===== config.mk =====
export PLATFORM = sky130hd
export DESIGN_NAME = alu_cmd_sequencer
export DESIGN_NICKNAME = d
export VERILOG_FILES = /design/src/rtl/alu_seq_pkg.sv /design/src/rtl/alu_core.sv /design/src/rtl/alu_cmd_sequencer.sv
export SDC_FILE = /design/constraint.sdc
export NUM_CORES = 1
export LEC_CHECK = 0
export CAP_MARGIN = 0
export CORE_MARGIN = 3
export CORE_UTILIZATION = 58
export CTS_BUF_LIST = sky130_fd_sc_hd__clkbuf_8 sky130_fd_sc_hd__clkbuf_16
export DETAILED_ROUTE_END_ITERATION = 16
export HOLD_SLACK_MARGIN = 0.06
export PLACE_DENSITY = 0.76
export RECOVER_POWER = 100
export SLEW_MARGIN = 20
export SYNTH_ARGS = -nofsm -noshare
export SYNTH_HDL_FRONTEND = slang
export SYNTH_SLANG_ARGS = --single-unit

===== constraint.sdc =====
create_clock -name clk -period 5.2 [get_ports clk]
set_clock_uncertainty 0.1 [all_clocks]
set_input_delay 1.04 -clock clk [delete_from_list [all_inputs] [get_ports clk]]
set_output_delay 1.04 -clock clk [all_outputs]
set_load 0.1 [all_outputs]

===== src/rtl/alu_seq_pkg.sv =====
// Shared opcodes, flag bit positions, FSM encoding and queued command control fields
// for the ALU command sequencer.
package alu_seq_pkg;

  localparam int unsigned OP_W   = 3;
  localparam int unsigned FLAG_W = 5;

  localparam logic [OP_W-1:0] OP_ADD = 3'b000;
  localparam logic [OP_W-1:0] OP_SUB = 3'b001;
  localparam logic [OP_W-1:0] OP_AND = 3'b010;
  localparam logic [OP_W-1:0] OP_OR  = 3'b011;
  localparam logic [OP_W-1:0] OP_XOR = 3'b100;
  localparam logic [OP_W-1:0] OP_SHL = 3'b101;
  localparam logic [OP_W-1:0] OP_SHR = 3'b110;
  localparam logic [OP_W-1:0] OP_CMP = 3'b111;

  localparam int unsigned FLG_ZF = 0;
  localparam int unsigned FLG_CF = 1;
  localparam int unsigned FLG_SF = 2;
  localparam int unsigned FLG_OF = 3;
  localparam int unsigned FLG_GT = 4;

  typedef enum logic [1:0] {
    S_IDLE = 2'd0,
    S_EXEC = 2'd1,
    S_HOLD = 2'd2
  } state_t;

  // Width-independent part of a queued command.
  typedef struct packed {
    logic [OP_W-1:0] op;
    logic            chain;
  } cmd_ctrl_t;

endpackage


===== src/rtl/alu_core.sv =====
// Combinational ALU: (a, b, op) -> result r plus {GT,OF,SF,CF,ZF} flags.
// Ports: a, b operands; op opcode; r result; flags status bits.
module alu_core
  import alu_seq_pkg::*;
#(
  parameter int unsigned WIDTH = 6
) (
  input  logic [WIDTH-1:0]  a,
  input  logic [WIDTH-1:0]  b,
  input  logic [OP_W-1:0]   op,
  output logic [WIDTH-1:0]  r,
  output logic [FLAG_W-1:0] flags
);

  localparam int unsigned SH_W = $clog2(WIDTH);
  localparam int unsigned MSB  = WIDTH - 1;

  logic [WIDTH:0]   sum;
  logic [WIDTH:0]   diff;
  logic [WIDTH:0]   shl;
  logic [WIDTH:0]   shr;
  logic [SH_W-1:0]  sh;
  logic             sh_big;
  logic             sub_of;
  logic             cf;
  logic             of;
  logic [WIDTH-1:0] flag_src;

  assign sum    = {1'b0, a} + {1'b0, b};
  assign diff   = {1'b0, a} - {1'b0, b};
  assign sub_of = (a[MSB] != b[MSB]) && (diff[MSB] != a[MSB]);
  assign sh     = b[SH_W-1:0];
  assign sh_big = 32'(sh) >= WIDTH;
  // One extra bit catches the last bit shifted out; it is zero when sh == 0.
  assign shl    = {1'b0, a} << sh;
  assign shr    = {a, 1'b0} >> sh;

  // Result, carry and overflow per opcode.
  always_comb begin
    r  = '0;
    cf = 1'b0;
    of = 1'b0;
    case (op)
      OP_ADD: begin
        {cf, r} = sum;
        of      = (a[MSB] == b[MSB]) && (sum[MSB] != a[MSB]);
      end
      OP_SUB: begin
        {cf, r} = diff;
        of      = sub_of;
      end
      OP_AND: r = a & b;
      OP_OR:  r = a | b;
      OP_XOR: r = a ^ b;
      OP_SHL: if (!sh_big) {cf, r} = shl;
      OP_SHR: if (!sh_big) {r, cf} = shr;
      OP_CMP: begin
        r  = a;
        cf = diff[WIDTH];
        of = sub_of;
      end
      default: r = '0;
    endcase
  end

  // CMP reports the flags of the subtraction while passing A through.
  assign flag_src = (op == OP_CMP) ? diff[WIDTH-1:0] : r;

  always_comb begin
    flags         = '0;
    flags[FLG_ZF] = (flag_src == '0);
    flags[FLG_CF] = cf;
    flags[FLG_SF] = flag_src[MSB];
    flags[FLG_OF] = of;
    flags[FLG_GT] = (flag_src != '0) && !flag_src[MSB];
  end

endmodule


===== src/rtl/alu_cmd_sequencer.sv =====
// Queued ALU command engine: commands enter a DEPTH-entry FIFO over valid/ready,
// execute in order one per cycle, and results leave over valid/ready. Chain mode
// takes operand A from the accumulator holding the last produced result.
// Ports: clk, reset_n; cmd_valid/cmd_ready/cmd_a/cmd_b/cmd_op/cmd_chain command in;
// flush sync clear; rsp_valid/rsp_ready/rsp_result/rsp_flags result out;
// busy, done (1-cycle idle-entry pulse), cmd_count FIFO occupancy.
module alu_cmd_sequencer
  import alu_seq_pkg::*;
#(
  parameter int unsigned WIDTH = 6,
  parameter int unsigned DEPTH = 4
) (
  input  logic                       clk,
  input  logic                       reset_n,
  input  logic                       cmd_valid,
  output logic                       cmd_ready,
  input  logic [WIDTH-1:0]           cmd_a,
  input  logic [WIDTH-1:0]           cmd_b,
  input  logic [OP_W-1:0]            cmd_op,
  input  logic                       cmd_chain,
  input  logic                       flush,
  output logic                       rsp_valid,
  input  logic                       rsp_ready,
  output logic [WIDTH-1:0]           rsp_result,
  output logic [FLAG_W-1:0]          rsp_flags,
  output logic                       busy,
  output logic                       done,
  output logic [$clog2(DEPTH+1)-1:0] cmd_count
);

  localparam int unsigned PTR_W = $clog2(DEPTH);
  localparam int unsigned CNT_W = $clog2(DEPTH + 1);

  logic [WIDTH-1:0]  a_mem    [DEPTH];
  logic [WIDTH-1:0]  b_mem    [DEPTH];
  cmd_ctrl_t         ctrl_mem [DEPTH];

  logic [PTR_W-1:0]  rd_ptr;
  logic [PTR_W-1:0]  wr_ptr;
  logic [WIDTH-1:0]  acc;
  state_t            state;
  state_t            state_next;

  logic              empty;
  logic              full;
  logic              push;
  logic              pop;
  logic [CNT_W-1:0]  count_next;
  logic              rsp_valid_next;
  logic              pending_next;
  logic              done_next;

  cmd_ctrl_t         head;
  logic [WIDTH-1:0]  alu_a;
  logic [WIDTH-1:0]  alu_r;
  logic [FLAG_W-1:0] alu_flags;

  assign empty     = (cmd_count == '0);
  assign full      = (cmd_count == CNT_W'(DEPTH));
  assign cmd_ready = !full && !flush;
  assign push      = cmd_valid && cmd_ready;
  // The head executes whenever the result slot is free or being drained this cycle.
  assign pop       = !empty && (!rsp_valid || rsp_ready) && !flush;
  assign busy      = (state != S_IDLE);

  assign head  = ctrl_mem[rd_ptr];
  assign alu_a = head.chain ? acc : a_mem[rd_ptr];

  alu_core #(.WIDTH(WIDTH)) u_alu (
    .a     (alu_a),
    .b     (b_mem[rd_ptr]),
    .op    (head.op),
    .r     (alu_r),
    .flags (alu_flags)
  );

  // Command storage; flush blocks pushes via cmd_ready.
  always_ff @(posedge clk) begin
    if (push) begin
      a_mem[wr_ptr]    <= cmd_a;
      b_mem[wr_ptr]    <= cmd_b;
      ctrl_mem[wr_ptr] <= '{op: cmd_op, chain: cmd_chain};
    end
  end

  // Next-state, occupancy, response-valid and done pulse.
  always_comb begin
    state_next     = state;
    done_next      = 1'b0;
    count_next     = cmd_count;
    rsp_valid_next = pop || (rsp_valid && !rsp_ready);

    case ({push, pop})
      2'b10:   count_next = cmd_count + CNT_W'(1);
      2'b01:   count_next = cmd_count - CNT_W'(1);
      default: count_next = cmd_count;
    endcase

    pending_next = (count_next != '0) || rsp_valid_next;

    case (state)
      S_IDLE: if (pending_next) state_next = S_EXEC;
      S_EXEC, S_HOLD: begin
        if (!pending_next) begin
          state_next = S_IDLE;
          done_next  = 1'b1;
        end else if (rsp_valid && !rsp_ready) begin
          state_next = S_HOLD;
        end else begin
          state_next = S_EXEC;
        end
      end
      default: state_next = S_IDLE;
    endcase

    if (flush) begin
      state_next     = S_IDLE;
      done_next      = 1'b0;
      count_next     = '0;
      rsp_valid_next = 1'b0;
    end
  end

  // State, pointers, response registers and accumulator.
  always_ff @(posedge clk or negedge reset_n) begin
    if (!reset_n) begin
      state      <= S_IDLE;
      rd_ptr     <= '0;
      wr_ptr     <= '0;
      cmd_count  <= '0;
      rsp_valid  <= 1'b0;
      rsp_result <= '0;
      rsp_flags  <= '0;
      acc        <= '0;
      done       <= 1'b0;
    end else begin
      state     <= state_next;
      cmd_count <= count_next;
      rsp_valid <= rsp_valid_next;
      done      <= done_next;
      if (flush) begin
        rd_ptr <= '0;
        wr_ptr <= '0;
        acc    <= '0;
      end else begin
        if (push) wr_ptr <= wr_ptr + PTR_W'(1);
        if (pop) begin
          rd_ptr     <= rd_ptr + PTR_W'(1);
          rsp_result <= alu_r;
          rsp_flags  <= alu_flags;
          if (head.op != OP_CMP) acc <= alu_r;
        end
      end
    end
  end

endmodule

After elaboration in Yosys (flattened, before gate mapping). Memories as Yosys holds them, arrays and structs flattened. Cells that the tools add are included.

Bits in registers: 28. Bits in writable memories: 64. Input bits: 21. Output and inout bits: 18. Word-level logic and storage cells: 103. Memories: 3.

$add $sub $neg: 6. Order comparisons: 1. Equality and inequality tests: 18. Shift operators: 2. Mux-type cells: 29. Bitwise logic cells: 4. Reduce and logical (&&, ||, !) cells: 31.

Memory list: a_mem (depth 4, width 6, rd ports 1, clocked after memory_dff 0, write ports 1, RTL line alu_cmd_sequencer.sv:34) `logic [WIDTH-1:0] a_mem [DEPTH];`; b_mem (depth 4, width 6, rd ports 1, clocked after memory_dff 0, write ports 1, RTL line alu_cmd_sequencer.sv:35) `logic [WIDTH-1:0] b_mem [DEPTH];`; ctrl_mem (depth 4, width 4, rd ports 1, clocked after memory_dff 0, write ports 1, RTL line alu_cmd_sequencer.sv:36) `cmd_ctrl_t ctrl_mem [DEPTH];`.

Operators by type and width (number): 6-bit one-hot mux with 8 select lines (1); 6-bit two-way mux (7); 2-bit two-way mux (8); 3-bit equality test (second input constant) (5); 1-bit logical AND (8); 1-bit two-way mux (8); 2-bit nonzero test (4); 6-bit by 6-bit adder with 7-bit output (1); 6-bit by 3-bit left shift with 7-bit output (1); 7-bit by 3-bit right shift with 7-bit output (1); 6-bit by 6-bit subtractor with 7-bit output (1); 6-bit AND (1); 3-bit by 2-bit equality test with 1-bit output (second input constant) (2); 1-bit logical NOT (6); 3-bit logical NOT (2); 6-bit logical NOT (1); 3-bit != test (second input constant) (2); 6-bit OR (1); 3-bit one-hot mux with 2 select lines (1); 6-bit nonzero test (1); 6-bit bitwise XOR (1); 2-bit by 1-bit adder with 2-bit output (second input constant) (2); 2-bit by 1-bit equality test with 1-bit output (second input constant) (2); 2-bit equality test (second input constant) (2); 16 further kinds (22).

Logic depth before layout (Yosys ltp).
Depth in word-level cells: 11. Depth in mapped cells: 16.

By module. From an unflattened synthesis, not the netlist that was laid out.

Cell total of the unflattened synthesis: 427. Area total of the unflattened synthesis: 5381.4 um^2.

Modules (own cells, without submodules): alu_cmd_sequencer (times used 1, cells each 207, area each 3761.1 um^2, seq. area each 2622.5 um^2); alu_core (times used 1, cells each 220, area each 1620.3 um^2, seq. area each 0.0 um^2).

Worst setup path after synthesis. OpenSTA, ideal clock, no wires.

Kind: input-to-reg. Start point: input port flush. End point: register state[0]. Arrival: 4727 ps. Data required time: 5022 ps. Setup slack: 295 ps. Stages on the path: 13. Cell sequence: clkbuf_1 a21oi_1 and2_1 inv_1 ha_1 inv_1 fa_1 nor2b_1 a22o_1 nand2_1 nor3_1 or3_1 a21oi_1.

Cells in the longest elaborated chain, start to end: 10. Elaborated cells between the ends (all ways): 14.

RTL lines: start: declaration (RTL line alu_cmd_sequencer.sv:21) `input logic flush,`; 1-bit logical NOT (*) (RTL line alu_cmd_sequencer.sv:60) `assign cmd_ready = !full && !flush;`; 1-bit logical AND (*) (RTL line alu_cmd_sequencer.sv:60); net cmd_ready (RTL line alu_cmd_sequencer.sv:16) `output logic cmd_ready,`; 1-bit logical AND (*) (RTL line alu_cmd_sequencer.sv:61) `assign push = cmd_valid && cmd_ready;`; 2-bit by 1-bit equality test with 1-bit output or 2-bit equality test (tied branches) (RTL line alu_cmd_sequencer.sv:93) `case ({push, pop})`; 3-bit one-hot mux with 2 select lines (*) (RTL line alu_cmd_sequencer.sv:93); 3-bit nonzero test (*) (RTL line alu_cmd_sequencer.sv:99) `pending_next = (count_next != '0) || rsp_valid_next;`; 1-bit logical OR (*) (RTL line alu_cmd_sequencer.sv:99); 2-bit two-way mux (RTL line alu_cmd_sequencer.sv:104) `if (!pending_next) begin`; 2-bit one-hot mux with 2 select lines (RTL line alu_cmd_sequencer.sv:101) `case (state)`; 2-bit two-way mux (RTL line alu_cmd_sequencer.sv:116) `if (flush) begin`; end signal: assignment (RTL line alu_cmd_sequencer.sv:137) `state <= state_next;`; end: declaration (RTL line alu_cmd_sequencer.sv:41) `state_t state;`.

Mark *: on every way through the listed nets, which the timed path passes. The rest lies on a longest branch. A chain may end at the register's enable or synchronous reset.

Worst setup path in the final report.
Start point: input port flush. End point: register state[0].

Cells in the longest elaborated chain, start to end: 10. Elaborated cells between the ends (all ways): 14.

RTL lines (RTL line): 1-bit logical NOT (alu_cmd_sequencer.sv:60, alu_cmd_sequencer.sv:63); 1-bit logical AND (alu_cmd_sequencer.sv:60); 1-bit logical AND (alu_cmd_sequencer.sv:61); 2-bit by 1-bit equality test with 1-bit output or 2-bit equality test (tied branches) (alu_cmd_sequencer.sv:93); 3-bit one-hot mux with 2 select lines (alu_cmd_sequencer.sv:93); 3-bit nonzero test (alu_cmd_sequencer.sv:99); 1-bit logical OR (alu_cmd_sequencer.sv:99); 2-bit two-way mux (alu_cmd_sequencer.sv:104); 2-bit one-hot mux with 2 select lines (alu_cmd_sequencer.sv:101); 2-bit two-way mux (alu_cmd_sequencer.sv:116).

Parallel ways exist; a longest one is shown, timed or not.

==> results.md <==
* Die width at 102 microns
* Crit path cell chain: dlygate4sd3_1 -> clkbuf_1 -> or2_2 -> clkinv_1 -> ha_1 -> inv_1 -> fa_1 -> nor2b_1 -> a22o_1 -> nand2_1 -> nor3_1 -> or3_1 -> a21oi_1
* Cell count of the worst reg-to-reg path at 12
* Num ports at 39
* PostCTS Resize Cnt at 0
* Clock net sink count at 92
* Worst EP arrival at 4.64 ns
* #FFs+latches synth at 92
* Period utilization at 86.0%
* Crit path launch type: input port
* Reported leakage power at 2.37 nW
* Clock transition at path regs at 0.09 ns
* Die area at 0.0105 sq mm
* Max Cap Viol at 1
* Int Power at 1.98 mW
* Global route total overflow at 0
* Final number of setup-violating endpoints at 0
* Synth Warn # at 0
* Total Routing Usage GR at 23.8%
* Required time of the critical path at 5.37 ns
* Count leader, synth: edfxtp_1
* Mapped Area at 0.00539 sq mm
* Clock tree buffer depth at 2
* Area growth, synth to finish at 11.1%
* Hold Violations, Final at 0
* First-pass GRT wire length at 18.9 mm
* Met2 WL post-DR at 5.71 mm
* Worst relative slew slack at -3.61%
* Adder-Cell Fraction of Synth Area at 7.15%
* CTS tree: done
* Setup Buffers After CTS at 0
* Vias in the first global route at 3580
* Metal3 WL at 497 microns
* Hold crit path type: flop to flop
* Status: finished, violations left
* Worst slack, placed at 0.662 ns
* Clock network fraction of total power at 13.3%
* Power Dens Cells at 653 mW/mm^2
* Bufs and invs on worst path at 4
* Setup TNS Final at 0 ns
* Post-synthesis mux area share at 12.7%
* Combinational power share at 61.2%
* # diodes at 0
* Routed WL per cell at 19.6 microns
* Row count at 34
* Pins Over Slew Limit at 29
* Remaining DRCs at 0
* Initial DRC Count at 207
* DRT antenna net count at 0
* VDD IR-drop max at 0.335 mV
* Final WL at 11.8 mm
* EDFF count, synth at 64
* Netlist cell types at 64
* Top delay family on crit path: buffers and inverters
* Synth top area cells: edfxtp_1, dfrtp_1, mux4_2
* Hold Path End: rsp_result[2]
* Port Buffers at 38
* Avg Cell Area, Syn at 11.7 sq um
* WS Path Type: input port to flop
* Min Tclk post-route at 4.47 ns
* Hold Buf Count CTS at 0
* H-tree Lvls at 3
* Yosys top cell area share at 35.7%
* Worst r2r dst: rsp_flags[0]
* Seq/Total Area, Yosys at 48.7%
* HP Start: rsp_result[2]
* Largest family of logic cells by synthesized area: compound AO/OA/AOI/OAI gates
* Fraction of layout cells with a size suffix above 1 at 8.52%
* Post-DP HPWL at 8.52 mm
* Detailed Routing Iterations Pass 1 at 5
* Die Ht at 102 microns
* Clock Latency Late Sink at 0.35 ns
* Post-synth top area cell: edfxtp_1
* Synth Area in Compound Gates at 13.5%
* Fin Hold WS at 0.373 ns
* Hold depth at 2
* Vias per cell at 6.30
* Fmax at 0.224 GHz
* CP max stage cell: clkbuf_1
* Via Count at 3787
* RSZ-0062 raised after global routing: false
* CP max FO at 19
* Critical Path End Type: flop
* Worst Max-Slew Pin Slew at 1.55 ns
* Primary FF master, synth: edfxtp_1
* Seq pwr share at 25.5%
* Simple-gate portion of the synthesized area at 11.1%
* Worst reg2reg path startpoint: rd_ptr[0]
* Internal reg-to-reg setup slack at 0.85 ns
* Failing checks: max-capacitance violations, max-slew violations
* Pin count of the biggest net entering global routing at 29
* NetSw at 1.93 mW
* Synth Instances at 459
* Initial Util at 60.6%
* CORE AREA at 0.00889 sq mm
* Most instantiated cells after synthesis: edfxtp_1, nor2_1, inv_1
* Highest metal used: met4
* Initial antenna violation count at 0
* CTS root buf: clkbuf_8
* Asr flop ratio synth at 30.4%
* Final Wtd Congestion at 1.01
* Xor/xnor share of the synthesized area at 1.95%
* Sw Share at 49.3%
* Total CTS buffers at 9
* Met1 WL at 5.40 mm
* Final WS setup at 0.729 ns
* CP peak stage delay at 0.61 ns
* Post-synth net total at 509
* Nets at 538
[cells in the final DEF (no fill, tap or decap), types with 3 or more instances in the layout]
cell type      synthesis  final
and2_1                 4      3
clkinv_4               0      3
nand2_1               27     27
nor3_1                 4      5
a21oi_1               21     21
and3_1                 5      5
xor2_1                 4      4
nand3_1                9      9
edfxtp_1              64     64
nor4_1                 4      4
xnor2_1                8      8
clkbuf_8               0      9
nand4_1                3      3
or3_1                  5      5
a22oi_1                3      3
dlygate4sd3_1          0     36
o31ai_1                6      6
a21o_1                 4      4
dfrtp_1               28     28
a221oi_1               4      4
buf_4                  2      3
mux2_2                 3      3
nor2b_1                7      7
clkbuf_1              10      3
a31oi_1                5      5
mux4_2                15     15
nand2b_1               8      8
a211oi_1               6      7
o21ai_0               15     16
o211a_1                4      4
nor2_1                38     38
a32oi_1                7      7
fa_1                   3      3
mux2i_1               24     24
o21bai_1               3      3
inv_1                 32     33
ha_1                  26     26
[how the worst max path moves through the flow]
stage	startpoint	to	slack, ns	cells past startpoint
2_1_floorplan	flush	state[0]	0.30	13
3_3_place_gp	rsp_ready	state[0]	0.65	14
3_5_place_dp	rsp_ready	state[0]	0.66	14
4_1_cts	rd_ptr[0]	rsp_flags[0]	0.87	12
5_1_grt	flush	state[0]	0.44	13
6_report	flush	state[0]	0.73	13
[state kept, by name, indices dropped and copies added (netlist names), 3 cells and up]
signal	cells
cmd_count	3
acc	6
rsp_result	6
a_mem	24
ctrl_mem	16
rsp_flags	5
b_mem	24
[routing by layer]
layer,up-vias,track usage [%]
met5,-,0
met4,0,5.35
met3,14,3.89
met2,118,37.7
met1,1880,34.8
li1,1775,-
[tightest hold or removal path, cell delays in order (launching register included)]
cell	delay, ns
dfrtp_1	0.35
nand2_1	0.05
nand2_1	0.05
[final cells by class]
| type | instances | area, sq um |
|---|---|---|
| multi-input combinational | 309 | 2480 |
| inverter | 33 | 124 |
| sequential | 92 | 2620 |
| fill | 669 | 2900 |
| clock inverter | 7 | 93.8 |
| clock buffer | 9 | 124 |
| tap | 108 | 135 |
| timing repair buffer | 43 | 404 |
[stage by stage]
step	util, %	instances	cell area [sq um]	total power, mW
after global placement	65.2	585	5800	3.41
after detailed placement	65.2	585	5800	3.42
after floorplan	-	459	5390	2.90
after global routing	67.4	601	5990	4.16
final	67.4	601	5990	3.91
after CTS	67.7	601	6020	3.94
[cells by family (layout without fill, tap and decap cells)]
| group | count (synthesis) | after routing |
|---|---|---|
| multiplexers | 45 | 45 |
| adder cells (fa/ha/maj) | 29 | 29 |
| flip-flops | 92 | 92 |
| buffers and inverters | 58 | 92 |
| AO/OA/AOI/OAI | 101 | 101 |
| AND/OR/NAND/NOR | 122 | 122 |
| XOR/XNOR | 12 | 12 |
[power by group through the flow]
stage	Sequential (mW)	Combinational (mW)	Clock, mW
finish	0.997	2.39	0.521
global route	1.01	2.58	0.566
CTS	0.997	2.42	0.529
detailed placement	1.01	2.41	0
global placement	1.01	2.40	0
floorplan	1.35	1.56	0
(Power assumes the default switching activity.)
